**config.mk**
```make
export PLATFORM = sky130hd
export DESIGN_NAME = subexpr_sched
export DESIGN_NICKNAME = d
export VERILOG_FILES = /design/src/rtl/subexpr_pkg.sv /design/src/rtl/subexpr_sched_seq_mod.sv /design/src/rtl/subexpr_sched.sv
export SDC_FILE = /design/constraint.sdc
export NUM_CORES = 1
export LEC_CHECK = 0
export BUFFER_PORTS_ARGS = -buffer_cell sky130_fd_sc_hd__buf_4
export CAP_MARGIN = 20
export CORE_ASPECT_RATIO = 0.7
export CORE_MARGIN = 2
export CORE_UTILIZATION = 59
export DETAILED_ROUTE_END_ITERATION = 16
export PLACE_DENSITY = 0.8
export SLEW_MARGIN = 20
export SYNTH_ARGS = -nofsm -noshare
export SYNTH_HDL_FRONTEND = slang
export SYNTH_SLANG_ARGS = --single-unit
```
**constraint.sdc**
```tcl
create_clock -name clk -period 4.6 [get_ports clk]
set_input_delay 0.92 -clock clk [delete_from_list [all_inputs] [get_ports clk]]
set_output_delay 0.92 -clock clk [all_outputs]
set_load 0.03 [all_outputs]
```
**src/rtl/subexpr_pkg.sv**
```systemverilog
// Shared types for the subexpr_sched evaluator: FSM states, adder op select
// and the minimum input-to-output latency.
package subexpr_pkg;

    typedef enum logic [3:0] {
        IDLE = 4'd0,
        ADD1 = 4'd1,
        SUB  = 4'd2,
        MUL  = 4'd3,
        CD   = 4'd4,
        S4   = 4'd5,
        S6A  = 4'd6,
        S6B  = 4'd7,
        S6C  = 4'd8,
        S6D  = 4'd9,
        WMOD = 4'd10,
        OUT  = 4'd11
    } state_e;

    // Adder op labels are prefixed so they cannot collide with the SUB state.
    typedef enum logic {
        OP_ADD = 1'b0,
        OP_SUB = 1'b1
    } alu_op_e;

    localparam int LAT_MIN = 11;

endpackage

```
**src/rtl/subexpr_sched_seq_mod.sv**
```systemverilog
// Iterative restoring remainder: one quotient bit per clock, done pulses exactly
// BW cycles after start. A zero divisor yields the dividend as the remainder.
module seq_mod #(
    parameter int BW = 8
) (
    input  logic          clk,
    input  logic          rst,
    input  logic          start,
    input  logic [BW-1:0] dividend,
    input  logic [BW-1:0] divisor,
    output logic          done,
    output logic [BW-1:0] rem
);

    localparam int CW = $clog2(BW + 1);

    logic [BW-1:0] rem_q;
    logic [BW-1:0] dvd_q;
    logic [BW-1:0] dsr_q;
    logic [CW-1:0] cnt_q;
    logic          busy_q;
    logic          zero_q;
    logic          done_q;

    // NOTE: blocking assignments are correct here -- sh is a local temporary
    // inside a function, not a flop.
    function automatic logic [BW-1:0] rstep(input logic [BW-1:0] r,
                                            input logic          nb,
                                            input logic [BW-1:0] dv);
        logic [BW:0] sh;
        sh = {r, nb};
        if (sh >= {1'b0, dv}) sh = sh - {1'b0, dv};
        return sh[BW-1:0];
    endfunction

    // The first iteration runs on the start edge so the last lands BW-1 edges later.
    always_ff @(posedge clk) begin
        if (rst) begin
            rem_q  <= '0;
            dvd_q  <= '0;
            dsr_q  <= '0;
            cnt_q  <= '0;
            busy_q <= 1'b0;
            zero_q <= 1'b0;
            done_q <= 1'b0;
        end else begin
            done_q <= 1'b0;
            if (start) begin
                dsr_q  <= divisor;
                zero_q <= (divisor == '0);
                rem_q  <= (divisor == '0) ? dividend : rstep('0, dividend[BW-1], divisor);
                dvd_q  <= dividend << 1;
                cnt_q  <= CW'(BW - 1);
                busy_q <= 1'b1;
            end else if (busy_q) begin
                if (!zero_q) rem_q <= rstep(rem_q, dvd_q[BW-1], dsr_q);
                dvd_q <= dvd_q << 1;
                cnt_q <= cnt_q - CW'(1);
                if (cnt_q == CW'(1)) begin
                    busy_q <= 1'b0;
                    done_q <= 1'b1;
                end
            end
        end
    end

    assign done = done_q;
    assign rem  = rem_q;

endmodule

```
**src/rtl/subexpr_sched.sv**
```systemverilog
// Time-multiplexed evaluator for s1..s6 over one shared adder, one multiplier
// and the iterative remainder unit; valid/ready on both sides.
module subexpr_sched
    import subexpr_pkg::*;
#(
    parameter int BW = 8
) (
    input  logic          clk,
    input  logic          rst,
    input  logic          in_valid,
    output logic          in_ready,
    input  logic [BW-1:0] a,
    input  logic [BW-1:0] b,
    input  logic [BW-1:0] c,
    input  logic [BW-1:0] d,
    output logic          out_valid,
    input  logic          out_ready,
    output logic [BW-1:0] s1,
    output logic [BW-1:0] s2,
    output logic [BW-1:0] s3,
    output logic [BW-1:0] s4,
    output logic [BW-1:0] s5,
    output logic [BW-1:0] s6,
    output logic          busy
);

    state_e        state_q, state_d;
    logic [BW-1:0] a_q, b_q, c_q, d_q;
    logic [BW-1:0] s1_q, s2_q, s3_q, s4_q, s5_q, s6_q;
    logic [BW-1:0] p_q, t_q, u_q, r_q;
    logic          sticky_q;

    logic          rem_start;
    logic          rem_done;
    logic [BW-1:0] rem_val;
    alu_op_e       alu_op;
    logic [BW-1:0] alu_x, alu_y, alu_res, mul_lo;

    seq_mod #(.BW(BW)) u_mod (
        .clk      (clk),
        .rst      (rst),
        .start    (rem_start),
        .dividend (a_q),
        .divisor  (b_q),
        .done     (rem_done),
        .rem      (rem_val)
    );

    assign alu_res = (alu_op == OP_SUB) ? alu_x - alu_y : alu_x + alu_y;
    assign mul_lo  = a_q * b_q;

    always_ff @(posedge clk) begin
        if (rst) state_q <= IDLE;
        else     state_q <= state_d;
    end

    always_comb begin
        state_d = state_q;
        case (state_q)
            IDLE:    if (in_valid) state_d = ADD1;
            ADD1:    state_d = SUB;
            SUB:     state_d = MUL;
            MUL:     state_d = CD;
            CD:      state_d = S4;
            S4:      state_d = S6A;
            S6A:     state_d = S6B;
            S6B:     state_d = S6C;
            S6C:     state_d = S6D;
            S6D:     state_d = WMOD;
            WMOD:    if (sticky_q) state_d = OUT;
            OUT:     if (out_ready) state_d = IDLE;
            default: state_d = IDLE;
        endcase
    end

    // NOTE: every output gets a default before the case, so no path leaves one
    // unassigned and no latch is inferred.
    always_comb begin
        in_ready  = 1'b0;
        out_valid = 1'b0;
        busy      = 1'b1;
        rem_start = 1'b0;
        alu_op    = OP_ADD;
        alu_x     = a_q;
        alu_y     = b_q;
        case (state_q)
            IDLE: begin
                in_ready = 1'b1;
                busy     = 1'b0;
            end
            ADD1: rem_start = 1'b1;
            SUB:  alu_op = OP_SUB;
            CD:   begin alu_x = c_q; alu_y = d_q; end
            S4:   begin alu_x = t_q; alu_y = p_q; end
            S6A:  begin alu_x = p_q; alu_y = a_q; end
            S6B:  begin alu_x = u_q; alu_y = d_q; end
            S6C:  begin alu_x = u_q; alu_y = c_q; end
            S6D:  begin alu_x = u_q; alu_y = b_q; alu_op = OP_SUB; end
            WMOD: begin alu_x = r_q; alu_y = d_q; end
            OUT:  out_valid = 1'b1;
            default: ;
        endcase
    end

    always_ff @(posedge clk) begin
        if (rst) begin
            {a_q, b_q, c_q, d_q}                   <= '0;
            {s1_q, s2_q, s3_q, s4_q, s5_q, s6_q}   <= '0;
            {p_q, t_q, u_q, r_q}                   <= '0;
            sticky_q                               <= 1'b0;
        end else begin
            if (rem_done) begin
                r_q      <= rem_val;
                sticky_q <= 1'b1;
            end
            case (state_q)
                IDLE: if (in_valid) begin
                    a_q <= a;
                    b_q <= b;
                    c_q <= c;
                    d_q <= d;
                end
                ADD1: s1_q <= alu_res;
                SUB:  s5_q <= alu_res;
                MUL:  begin p_q <= mul_lo; s2_q <= mul_lo; end
                CD:   t_q  <= alu_res;
                S4:   s4_q <= alu_res;
                S6A, S6B, S6C: u_q <= alu_res;
                S6D:  s6_q <= alu_res;
                WMOD: if (sticky_q) s3_q <= alu_res;
                OUT:  if (out_ready) sticky_q <= 1'b0;
                default: ;
            endcase
        end
    end

    assign s1 = s1_q;
    assign s2 = s2_q;
    assign s3 = s3_q;
    assign s4 = s4_q;
    assign s5 = s5_q;
    assign s6 = s6_q;

endmodule

```
# --- Word-level counts from Yosys, hierarchy flattened ---
# Index checks and enable logic that the tools add are counted.
classes:
  addsub: 5
  mul: 1
  order_cmp: 2
  eq_ne: 16
  muxes: 29
  bitwise_logic: 1
  n_reduce_logical: 13
op_table:
  columns: ["op", "n"]
  rows:
  - ["8-bit two-way mux", 9]
  - ["4-bit one-hot mux with 12 select lines", 1]
  - ["8-bit one-hot mux with 5 select lines", 1]
  - ["8-bit one-hot mux with 4 select lines", 1]
  - ["4-bit by 3-bit equality test with 1-bit output, second input constant", 4]
  - ["4-bit equality test, second input constant", 4]
  - ["8-bit subtractor", 2]
  - ["1-bit two-way mux", 12]
  - ["4-bit two-way mux", 3]
  - ["3-bit OR reduction", 4]
  - ["9-bit by 8-bit >= comparator with 1-bit output", 1]
  - ["8-bit adder", 1]
  - ["4-bit by 1-bit equality test with 1-bit output, second input constant", 2]
  - ["4-bit by 2-bit equality test with 1-bit output, second input constant", 2]
  - ["1-bit by 8-bit >= comparator with 1-bit output", 1]
  - ["8-bit logical NOT", 1]
  - ["8-bit by 8-bit multiplier with 8-bit output", 1]
  - ["2-bit != test, second input constant", 4]
  - ["1-bit by 8-bit subtractor with 8-bit output", 1]
  - ["3-bit two-way mux", 2]
  - ["2-bit AND reduction", 3]
  - ["4-bit logical NOT", 1]
  - ["2-bit OR reduction", 2]
  - ["4-bit by 1-bit subtractor with 4-bit output, second input constant", 1]
  - ["3 further kinds", 3]
totals:
  register_bits: 139
  inputBits: 36
  out_inout_bits: 51
  word_cells: 90

# --- Depth between registers and ports, before layout ---
# Gate-level depths: netlist of the first run.
logic_depth:
  ltp_word: 5
  ltp_mapped: 18
  ltp_nobuf: 17

# --- Hierarchy ---
# A second synthesis of the first run with hierarchy kept.
hier_totals:
  cells_unflattened: 1029
  area_unflattened_um2: 8067.7
modules_own_cells:
  columns: ["mod", "instances", "cells_each", "area_each_um2", "seq_area_each_um2"]
  rows:
  - ["subexpr_sched", 1, 786, 6033.3, 2182.1]
  - ["seq_mod", 1, 243, 2034.5, 600.6]

# --- Least setup slack after synthesis of the first run ---
# No wires, ideal clock.
synth_timing:
  path_kind: "reg2reg"
  from: "register state_q[1]"
  to: "register s1_q[7] (netlist: s1[7])"
  setup_time_ns: 0.122
  arrival_time_ns: 3.848
  required_ns: 4.478
  setup_slack_ns: 0.630
  path_stages_with_launch: 15
  path_buffers: 3
  period_less_slack_ns: 3.970
  cell_sequence: "dfxtp_1 clkbuf_1 clkbuf_1 clkbuf_1 nor4b_1 a222oi_1 a21oi_1 ha_1 nand2_1 o21ai_0 a21oi_1 o21ai_0 xor3_1 and3_1 a221o_1"
synth_via:
  elab_chain_cells: 5
  word_cells_on_any_way: 18
  cone_classes: "add/sub: 2; eq/ne: 9; mux: 4; reduce/logical: 3"
synth_lines:
  columns: ["element", "line_no", "rtl"]
  rows:
  - ["from (decl)", "subexpr_sched.sv:27", "state_e state_q, state_d;"]
  - ["from (signal assigned)", "subexpr_sched.sv:54", "else state_q <= state_d;"]
  - ["4-bit by 3-bit equality test with 1-bit output or 4-bit equality test (tied branches)", "subexpr_sched.sv:86", "case (state_q)"]
  - ["3-bit OR reduction (no line)", null, null]
  - ["8-bit one-hot mux with 5 select lines or 8-bit one-hot mux with 4 select lines (tied branches)", "subexpr_sched.sv:86", null]
  - ["8-bit adder or 8-bit subtractor (tied branches)", "subexpr_sched.sv:49", "assign alu_res = (alu_op == OP_SUB) ? alu_x - alu_y : alu_x + alu_y;"]
  - ["8-bit two-way mux", "subexpr_sched.sv:49", null]
  - ["to (signal assigned)", "subexpr_sched.sv:123", "ADD1: s1_q <= alu_res;"]
  - ["to (decl)", "subexpr_sched.sv:29", "logic [BW-1:0] s1_q, s2_q, s3_q, s4_q, s5_q, s6_q;"]
# Several ways; a longest one is shown, not always the timed one.
# A chain may end at the register's enable or synchronous reset.

# --- Final worst setup path of the first run ---
layout_timing:
  from: "register state_q[2]"
  to: "register s4_q[7] (netlist: s4[7])"
layout_via:
  elab_chain_cells: 5
  word_cells_on_any_way: 17
  cone_classes: "add/sub: 2; eq/ne: 8; mux: 4; reduce/logical: 3"
layout_lines:
  columns: ["element", "line_no", "rtl"]
  rows:
  - ["4-bit by 3-bit equality test with 1-bit output or 4-bit equality test (tied branches)", "subexpr_sched.sv:86", null]
  - ["3-bit OR reduction (no line)", null, null]
  - ["8-bit one-hot mux with 5 select lines or 8-bit one-hot mux with 4 select lines (tied branches)", "subexpr_sched.sv:86", null]
  - ["8-bit adder or 8-bit subtractor (tied branches)", "subexpr_sched.sv:49", null]
  - ["8-bit two-way mux", "subexpr_sched.sv:49", null]
  - ["to (signal assigned)", "subexpr_sched.sv:127", "S4: s4_q <= alu_res;"]
  - ["to (decl)", "subexpr_sched.sv:29", null]
# Several ways; a longest one is shown, not always the timed one.

==> results of run 1 <==
area by class of cell:
class / instances / area, um^2 / share of cell area [%]
clock buffer: 18 / 439.2 / 4.749
clock inverter: 13 / 145.1 / 1.569
inverter: 51 / 191.4 / 2.070
multi-input combinational: 726 / 4577 / 49.49
sequential: 139 / 2786 / 30.13
tap: 166 / 207.7 / 2.246
timing repair buffer: 120 / 900.9 / 9.742
worst max-delay path, stage by stage, from the launching register on:
cell	delay, ns
dfxtp_2	0.44
nor4bb_1	0.11
a31o_1	0.28
a222oi_1	0.49
o22ai_1	0.20
or3_1	0.45
or2_2	0.32
o21ai_0	0.20
xor2_1	0.10
ha_1	0.33
nand3_1	0.08
o21ai_0	0.21
xor3_2	0.37
nand2_1	0.14
mux2i_4	0.09
a211oi_1	0.27
kinds of logic after synthesis:
family                   after synthesis  share of synthesized area, %
adder cells (fa/ha/maj)               50                         9.401
AND/OR/NAND/NOR                      357                         20.12
flip-flops                           139                         35.80
AO/OA/AOI/OAI                        244                         19.37
buffers and inverters                120                         5.811
XOR/XNOR                              36                         4.250
multiplexers                          39                         5.248
cell usage in the layout, fill, tap and decap left out, types with 4 or more instances in the layout:
| master | n |
|---|---|
| a22o_1 | 9 |
| o22ai_1 | 5 |
| and2_1 | 23 |
| a21oi_1 | 117 |
| nand2b_1 | 20 |
| o211ai_1 | 8 |
| nor2_1 | 104 |
| nand3_1 | 5 |
| nor2b_1 | 8 |
| a31oi_1 | 4 |
| o21ai_0 | 34 |
| mux2_2 | 4 |
| and3_1 | 4 |
| nand2_1 | 165 |
| nor3_1 | 9 |
| buf_4 | 120 |
| mux2i_1 | 33 |
| a222oi_1 | 9 |
| clkinv_4 | 4 |
| xnor2_1 | 17 |
| dfxtp_1 | 136 |
| a211oi_1 | 25 |
| a221oi_1 | 6 |
| clkbuf_16 | 17 |
| a21o_1 | 7 |
| ha_1 | 36 |
| fa_1 | 14 |
| inv_1 | 51 |
| xor2_1 | 18 |
stage by stage:
stage	cell area, um^2	total power (uW)	hold slack (ns)	instances
2_1_floorplan	7772	2230	0.4360	985
3_3_place_gp	8627	2608	0.4445	1202
3_5_place_dp	8627	2623	0.4472	1202
4_1_cts	9211	3974	0.4557	1233
5_1_grt	9248	4223	0.4740	1233
6_report	9248	4023	0.4541	1233
Yosys cell counts (all sizes together), types with 2 or more instances:
| cell type | number | area share (%) |
|---|---|---|
| nand2 | 166 | 8.0 |
| dfxtp | 139 | 36 |
| a21oi | 117 | 7.5 |
| nor2 | 104 | 5.0 |
| clkbuf | 61 | 2.9 |
| inv | 51 | 2.5 |
| ha | 36 | 5.8 |
| o21ai | 35 | 2.3 |
| mux2i | 34 | 4.4 |
| a211oi | 25 | 2.4 |
| and2 | 24 | 1.9 |
| nand2b | 20 | 1.6 |
| xor2 | 18 | 2.0 |
| xnor2 | 17 | 1.9 |
| fa | 14 | 3.6 |
| a222oi | 9 | 1.2 |
| a22o | 9 | 1.0 |
| nor2b | 9 | 0.72 |
| nor3 | 9 | 0.58 |
| buf | 8 | 0.40 |
| o211ai | 8 | 0.77 |
| a21o | 7 | 0.68 |
| a221oi | 6 | 0.68 |
| nand3 | 5 | 0.32 |
| o22ai | 5 | 0.40 |
| a31oi | 4 | 0.32 |
| and3 | 4 | 0.32 |
| mux2 | 4 | 0.58 |
| nor4 | 4 | 0.40 |
| a211o | 3 | 0.34 |
| a21boi | 3 | 0.29 |
| nor4b | 3 | 0.34 |
| o22a | 3 | 0.34 |
| a32oi | 2 | 0.23 |
| o21bai | 2 | 0.19 |
| or2 | 2 | 0.16 |
path summary, 6_finish.rpt:
check	endpoint	slack [ns]	depth (start not counted)
max	s4[7]$_SDFFE_PP0N_	0.42	15
min	s3[1]$_SDFFE_PP0P_	0.45	2
max reg2reg	s4[7]$_SDFFE_PP0N_	0.42	15
min reg2reg	s3[1]$_SDFFE_PP0P_	0.45	2
power by group through the flow:
stage / Sequential (uW) / Clock, uW / Combinational [uW]
finish: 1400 / 1360 / 1260
global route: 1410 / 1430 / 1390
CTS: 1400 / 1360 / 1210
detailed placement: 1420 / 0 / 1200
global placement: 1420 / 0 / 1190
floorplan: 1420 / 0 / 810
layer usage:
| metal | GRT usage [%] | vias up | part of all wire, % |
|---|---|---|---|
| li1 | - | 3495 | - |
| met1 | 46.84 | 3371 | 48 |
| met2 | 46.15 | 273 | 43 |
| met3 | 8.015 | 22 | 8.3 |
| met4 | 7.692 | 0 | 1.2 |
| met5 | 0 | - | 0 |
timing repair:
action	4_1_cts	5_1_grt
endpoints found under the setup margin	0	5
hold buffers	0	0
resized for setup	0	7
==> impl_metrics.tcl, run 1 <==
set metrics [dict create \
    drive_gt1_share_pct 15.84 \
    initialDrtViolationCount 799 \
    grt_first_pass_wirelength_um 34960 \
    syn_avg_cell_area_um2 7.891 \
    synth-seq-cells 139 \
    max-vdd-ir-drop_mv 0.2834 \
    clock_skew_ns 0.009479 \
    path_clk_slew_ns 0.06 \
    syn_inst 985 \
    grt_util_all_layers_pct 31.60 \
    fill_cells 1048 \
    period_needed_ns 4.176 \
    setup_tns_ns 0 \
    clk_path_buf_depth 2 \
    setup_viol 0 \
    synth_cell_types 54 \
    cts_buffers 17 \
    end_kind "register" \
    p_int_uw 2596 \
    numClockSinks 139 \
    detail_route.wl_per_cell_um 17.42 \
    hp-start "s3[1]$_SDFFE_PP0P_" \
    switchingPower_uw 1427 \
    viasPerCell 5.808 \
    fin_crit_sh_pct 90.79 \
    worst_pin_slew_ns 0.8651 \
    drv_slew 0 \
    worstPathRequired_ns 4.93 \
    crit_arrival_ns 4.51 \
    cts_max_level 4 \
    diodes 0 \
    antenna_found_initial 0 \
    async_flop_share_pct 0 \
    io_pins 87 \
    drc_errors 0 \
    leakagePower_uw 0.003719 \
    finalHoldViolCount 0 \
    synth_ff_type "dfxtp_1" \
    detail_route.first_pass.iterations 6 \
    fmax_ghz 0.2394 \
    core_area_um2 13010 \
    io_buffer_count 86 \
    power_frac_comb_pct 31.3 \
    start_kind "register" \
    die_y_um 100.0 \
    hpwl_um 15410 \
    die-area_um2 14120 \
    worstPathMaxFanout 12 \
    initial_core_util_pct 59.76 \
    drtAntennaViolNets 0 \
    grt_setup_unrepaired "false" \
    fin_util_pct 71.10 \
    synth_area_um2 7772 \
    final_nets 1141 \
    r2r_start "state_q[2]$_SDFFE_PP0P_" \
    synth_warnings 0 \
    place_ws_ns 0.2052 \
    clk_latency_ns 0.43 \
    powerDensity_nw_per_um2 435.1 \
    cp-startpoint "state_q[2]$_SDFFE_PP0P_" \
    die-width_um 141.2 \
    status "complete, no violations" \
    grt_pass1_vias 6690 \
    clockPowerShare_pct 33.8 \
    synth_nets 1071 \
    wl_um 21480 \
    grt_max_degree 56 \
    post_cts_buffers 0 \
    gr-total-overflow 0 \
    clock-root-buffer "clkbuf_16" \
    area_delta_synth_final_pct 18.98 \
    gp_congestion 0.9522 \
    vias 7161 \
    cts_tree "done" \
    synth-edff-count 0 \
    pwr-share-seq_pct 34.9 \
    rows 35 \
    min_path_type "reg -> reg" \
    path_class "reg -> reg" \
    p_sw_share_pct 35.47 \
    slew_headroom_pct 42.13 \
    ys_seq_area_share_pct 35.80 \
    maxCapViolCount 0 \
    setup_ws_ns 0.4237 \
]
No activity file was read; power rests on OpenSTA's default activity.
==> run 2, diff against run 1 <==
RECOVER_POWER = 50   (was unset)
==> run 2 against run 1 <==
Worst setup slack lost 0.037 ns. Via count up 0.96%. Critical path type unchanged. The run now ends with capacitance limit, slew limit left. Utilization shrank 1.5 points. Combinational power is essentially flat. Wire length about the same. Sequential share of layout area is 0.64 points higher. Global-route usage is the same. Clock power hardly changed.
==> impl_metrics.tcl, run 2 (synthesis results as in run 1) <==
set metrics [dict create \
    worstPathMaxFanout 12 \
    finalHoldViolCount 0 \
    clk_latency_ns 0.42 \
    min_path_type "reg -> reg" \
    grt_setup_unrepaired "false" \
    power_uw 3998 \
    grt_first_pass_wirelength_um 34960 \
    clockPowerShare_pct 34.0 \
    leakagePower_uw 0.003505 \
    status "finished, violations left" \
    die-width_um 141.2 \
    fmax_ghz 0.2373 \
    power_frac_comb_pct 31.0 \
    grtUsageMet1_pct 46.84 \
    start_kind "register" \
    path_clk_slew_ns 0.06 \
    rr_worst_depth 16 \
    hpwl_um 15410 \
    cts_max_level 4 \
    use_met2_pct 46.15 \
    setup_viol 0 \
    clock-root-buffer "clkbuf_16" \
    antenna_found_initial 0 \
    wl_um 21470 \
    crit_arrival_ns 4.42 \
    pwr-share-seq_pct 35.1 \
    drive_gt1_share_pct 11.06 \
    area_delta_synth_final_pct 16.52 \
    period_needed_ns 4.213 \
    powerDensity_nw_per_um2 441.5 \
    switchingPower_uw 1422 \
    core_area_um2 13010 \
    r2r_start "state_q[2]$_SDFFE_PP0P_" \
    violations "capacitance limit, slew limit" \
    diodes 0 \
    clock_skew_ns 0.009367 \
    grt_use_met3_pct 8.015 \
    grt_pass1_vias 6690 \
    max-vdd-ir-drop_mv 0.2822 \
    setup_ws_ns 0.3866 \
    initialDrtViolationCount 786 \
    grt_max_degree 56 \
    die-area_um2 14120 \
    gr-total-overflow 0 \
    p_sw_share_pct 35.57 \
    place_ws_ns 0.2052 \
    drv_slew 145 \
    clk_path_buf_depth 2 \
    rr_endpoint "u_q[7]$_SDFFE_PP0P_" \
    path_class "reg -> reg" \
    detail_route.first_pass.iterations 5 \
    cts_tree "done" \
    fin_util_pct 69.63 \
    numClockSinks 139 \
    slew_headroom_pct -61.15 \
    most-common-layout-cells "nand2_1 (165), dfxtp_1 (136), a21oi_1 (117), nor2_1 (104), buf_4 (69)" \
    initial_core_util_pct 59.76 \
    postLayoutCellArea_um2 9056 \
    place_area_um2 8627 \
    cp-endpoint "u_q[7]$_SDFFE_PP0P_" \
    setup_tns_ns 0 \
    io_pins 87 \
    final_nets 1141 \
    io_buffer_count 86 \
    grt_util_all_layers_pct 31.60 \
    rows 35 \
    busiest_layer "met1" \
    drtAntennaViolNets 0 \
    drc_errors 0 \
    die_y_um 100.0 \
    layout_commonest_cell "nand2_1" \
    worstPathRequired_ns 4.81 \
    fin_crit_sh_pct 91.60 \
    cp-startpoint "state_q[2]$_SDFFE_PP0P_" \
    vias 7230 \
    viasPerCell 5.864 \
    cts_buffers 17 \
    end_kind "register" \
    worst_pin_slew_ns 2.417 \
    maxCapViolCount 3 \
    regToRegSetupSlack_ns 0.39 \
    p_int_uw 2576 \
    detail_route.wl_per_cell_um 17.41 \
    gp_congestion 0.9522 \
]
## run 2: area by class of cell
| cell class | count | area, um^2 |
|---|---|---|
| timing repair buffer | 120 | 709.4 |
| multi-input combinational | 726 | 4577 |
| fill | 1103 | 3950 |
| sequential | 139 | 2786 |
| tap | 166 | 207.7 |
| clock inverter | 13 | 145.1 |
| inverter | 51 | 191.4 |
| clock buffer | 18 | 439.2 |
## run 2: how the worst min path moves through the flow
stage,from,end,slack [ns],cells after the start
after floorplan,d_q[0]$_SDFFE_PP0P_,d_q[0]$_SDFFE_PP0P_,0.44,2
after detailed placement,s1[1]$_SDFFE_PP0P_,s1[1]$_SDFFE_PP0P_,0.45,2
after global routing,u_mod.dsr_q[7]$_SDFFE_PP0P_,u_mod.dsr_q[7]$_SDFFE_PP0P_,0.47,2
after CTS,s5[5]$_SDFFE_PP0P_,s5[5]$_SDFFE_PP0P_,0.46,2
final,s3[1]$_SDFFE_PP0P_,s3[1]$_SDFFE_PP0P_,0.45,2
after global placement,s1[1]$_SDFFE_PP0P_,s1[1]$_SDFFE_PP0P_,0.44,2
## run 2: layer usage
metal | share of wire (%) | wire length (um)
met4 | 1.4 | 292
met1 | 47 | 10010
met5 | 0 | 0
met2 | 42 | 9083
met3 | 9.7 | 2087
## run 2: metrics by stage
step / std cells / hold WS [ns]
floorplan: 985 / 0.4360
global placement: 1202 / 0.4445
detailed placement: 1202 / 0.4472
CTS: 1233 / 0.4557
global route: 1233 / 0.4740
finish: 1233 / 0.4526
## run 2: power by group through the flow
stage / Combinational (uW) / Sequential, uW / Clock (uW)
2_1_floorplan: 810 / 1420 / 0
3_3_place_gp: 1190 / 1420 / 0
3_5_place_dp: 1200 / 1420 / 0
4_1_cts: 1210 / 1400 / 1360
5_1_grt: 1370 / 1410 / 1430
6_report: 1240 / 1400 / 1360
## run 2: timing repair
action,CTS,global route
hold buffers,0,0
hold endpoints to repair,0,0
gates resized for setup,0,7
setup buffers,0,0
endpoints found under the setup margin,0,5
## run 2: critical path, stage by stage (launching register included)
cell and delay [ns]:
dfxtp_2 0.44, nor4bb_1 0.11, a31o_1 0.28, a222oi_1 0.50, o22ai_1 0.20, or3_1 0.45
or2_2 0.32, nand2_1 0.08, xor2_1 0.15, ha_1 0.29, a21o_1 0.18, a21oi_1 0.13
o21ai_0 0.12, xor3_2 0.31, nand2_1 0.11, mux2i_4 0.23, a211oi_1 0.11
==> run 3, diff against run 2 <==
ABC_AREA = 1   (was unset)
CORE_UTILIZATION = 39   (was 59)
PLACE_DENSITY = unset   (was 0.8)
==> run 3 against run 2 <==
The run still ends with capacitance limit, slew limit left. Sequential cell count stayed put. Via count up 1.3%. Synthesized cell count increased by 11%. Non-clock buffer count fell by 24. Clock power rose by 3%. Clock-buffer cell count down 1. Clock skew rose by 0.0064 ns. Area after synthesis fell by 0.11%. Register-to-register slack better by 0.28 ns. Critical path type unchanged.
==> impl_metrics.tcl, run 3 <==
set metrics [dict create \
    grt_first_pass_wirelength_um 37380 \
    syn_inst 1089 \
    rr_worst_depth 17 \
    finalHoldViolCount 0 \
    setup_tns_ns 0 \
    worst_pin_slew_ns 2.124 \
    core_area_um2 19640 \
    cpMostUsedCell "nand2_1" \
    synth-edff-count 0 \
    drtAntennaViolNets 0 \
    seq_area_um2 2783 \
    clockPowerShare_pct 22.7 \
    synthTopCellsByArea "dfxtp_1 (36%), nand2_1 (10%), inv_1 (7.8%)" \
    die_y_um 122.0 \
    io_buffer_count 86 \
    status "finished, violations left" \
    drive_gt1_share_pct 8.376 \
    path_class "reg -> reg" \
    worstPathRequired_ns 4.91 \
    cp-endpoint "p_q[7]$_SDFFE_PP0N_" \
    yosysTopAreaCellShare_pct 35.84 \
    grt_util_all_layers_pct 22.95 \
    io_pins 87 \
    async_flop_share_pct 0 \
    yosysMostFrequentCell "nand2_1" \
    syn_avg_cell_area_um2 7.129 \
    grt_pass1_vias 6796 \
    clk_latency_ns 0.43 \
    maxCapViolCount 2 \
    clock_skew_ns 0.01573 \
    worstPathMaxFanout 11 \
    violations "capacitance limit, slew limit" \
    hpwl_um 17520 \
    slew_headroom_pct -41.62 \
    diodes 0 \
    cts_buffers 17 \
    antenna_found_initial 0 \
    rr_endpoint "p_q[7]$_SDFFE_PP0N_" \
    fill_cells 2089 \
    path_cells "nand2_1, fa_1, fa_1, inv_1, ha_1, inv_1, fa_1, inv_1, ha_1, nand2_1, o21ai_0, xor2_1, nand2_1, nand3_1, nand2_1, nor2_1, nor2_1" \
    synth_cell_types 45 \
    viasPerCell 5.088 \
    clk_path_buf_depth 2 \
    min_path_type "reg -> reg" \
    crit_arrival_ns 4.24 \
    regToRegSetupSlack_ns 0.66 \
    r2r_start "a_q[1]$_SDFFE_PP0P_" \
    powerDensity_nw_per_um2 679.5 \
    post_cts_buffers 0 \
    die-area_um2 21070 \
    vias 7326 \
    path_clk_slew_ns 0.07 \
    synth_ff_type "dfxtp_1" \
    ys_seq_area_share_pct 35.84 \
    fin_crit_sh_pct 85.60 \
    ctsResizeCount 0 \
    max_stage_delay_ns 0.61 \
    gp_congestion 0.9617 \
    numClockSinks 139 \
    die-width_um 172.6 \
    area_delta_synth_final_pct 16.37 \
    synth_nets 1175 \
    multiInputGateArea_um2 4168 \
    gr-total-overflow 0 \
    slowest_stage "dfxtp_1" \
    initialDrtViolationCount 632 \
    synth_area_leader_cell "dfxtp_1" \
    period_needed_ns 3.938 \
    fmax_ghz 0.2540 \
    drv_slew 54 \
    most-common-layout-cells "nand2_1 (209), inv_1 (164), dfxtp_1 (139), a21oi_1 (102), o21ai_0 (100)" \
    p_sw_share_pct 49.23 \
    start_kind "register" \
    initial_core_util_pct 39.53 \
    clock-root-buffer "clkbuf_16" \
    cts_max_level 4 \
    synth-seq-cells 139 \
    power_frac_comb_pct 50.0 \
    rows 43 \
    holdBufCountCts 0 \
    switchingPower_uw 3023 \
    end_kind "register" \
    pwr-share-seq_pct 27.3 \
    fin_util_pct 46.01 \
    grt_setup_unrepaired "false" \
    cp-startpoint "a_q[1]$_SDFFE_PP0P_" \
    synth_warnings 0 \
    grt_max_degree 54 \
    leakagePower_uw 0.004329 \
    synth_commonest_cells "nand2_1 (208), inv_1 (162), dfxtp_1 (139)" \
    synth_area_um2 7764 \
    wl_um 23750 \
    p_int_uw 3117 \
    layout_commonest_cell "nand2_1" \
    final_nets 1243 \
    setup_viol 0 \
    cts_tree "done" \
    detail_route.first_pass.iterations 5 \
    drc_errors 0 \
    holdPathStages 2 \
    max-vdd-ir-drop_mv 0.4225 \
    detail_route.wl_per_cell_um 16.49 \
]
run 3: how the worst min path moves through the flow:
stage	startpoint	slack, ns	to
final	s1[7]$_SDFFE_PP0P_	0.47	s1[7]$_SDFFE_PP0P_
after global routing	s1[4]$_SDFFE_PP0P_	0.49	s1[4]$_SDFFE_PP0P_
after CTS	t_q[2]$_SDFFE_PP0N_	0.47	t_q[2]$_SDFFE_PP0N_
after detailed placement	s1[1]$_SDFFE_PP0P_	0.45	s1[1]$_SDFFE_PP0P_
after global placement	t_q[2]$_SDFFE_PP0N_	0.44	t_q[2]$_SDFFE_PP0N_
after floorplan	t_q[2]$_SDFFE_PP0N_	0.42	t_q[2]$_SDFFE_PP0N_
run 3: worst max-delay path, delay by kind of cell, from the launching register on:
kind	cells	cell delay (ns)
xor gates and xnor gates	1	0.21
DFF	1	0.61
and+or+nand+nor	7	0.59
AOI/OAI and AO/OA	1	0.18
buffers and inverters	3	0.13
adders and majority gates	5	2.11
run 3: area by class of cell:
cell class              count  share of cell area, %
repair buffers             96                  5.858
multi-input cells         738                  46.13
clock buffers              17                  4.708
clock inverters            15                  1.911
inverters                 165                  6.855
flip-flops and latches    139                  30.80
well taps                 270                  3.739
run 3: cell families (layout without fill, tap and decap cells):
family                   Yosys count  count (layout)  synth area share (%)
AO/OA/AOI/OAI                    266             266                 19.19
XOR/XNOR                          32              32                 3.610
adder cells (fa/ha/maj)           50              50                 9.412
buffers and inverters            212             293                 10.38
flip-flops                       139             139                 35.84
multiplexers                       5               5                0.6447
AND/OR/NAND/NOR                  385             385                 20.92
run 3: power groups by stage:
stage | Sequential (uW) | Combinational (uW) | Clock, uW
global route | 1700 | 3460 | 1460
floorplan | 1680 | 2100 | 0
global placement | 1690 | 3100 | 0
detailed placement | 1690 | 3100 | 0
CTS | 1670 | 3120 | 1410
finish | 1670 | 3070 | 1400
run 3: per-layer routing:
metal | global-route usage, % | up-vias | share of wire (%)
li1 | - | 3682 | -
met1 | 33.58 | 3356 | 50
met2 | 32.28 | 264 | 40
met3 | 6.804 | 24 | 8.7
met4 | 6.624 | 0 | 1.5
met5 | 0 | - | 0
run 3: stage by stage:
stage               hold WS, ns  instances  power [uW]  instance area [um^2]  setup slack (ns)
finish                   0.4657       1440        6139                  9035            0.6624
global route             0.4908       1440        6628                  9035            0.3601
CTS                      0.4663       1440        6200                  9234            0.6695
detailed placement       0.4510       1408        4792                  8636            0.6886
global placement         0.4400       1408        4786                  8636            0.7614
floorplan                0.4245       1089        3788                  7764            0.8659
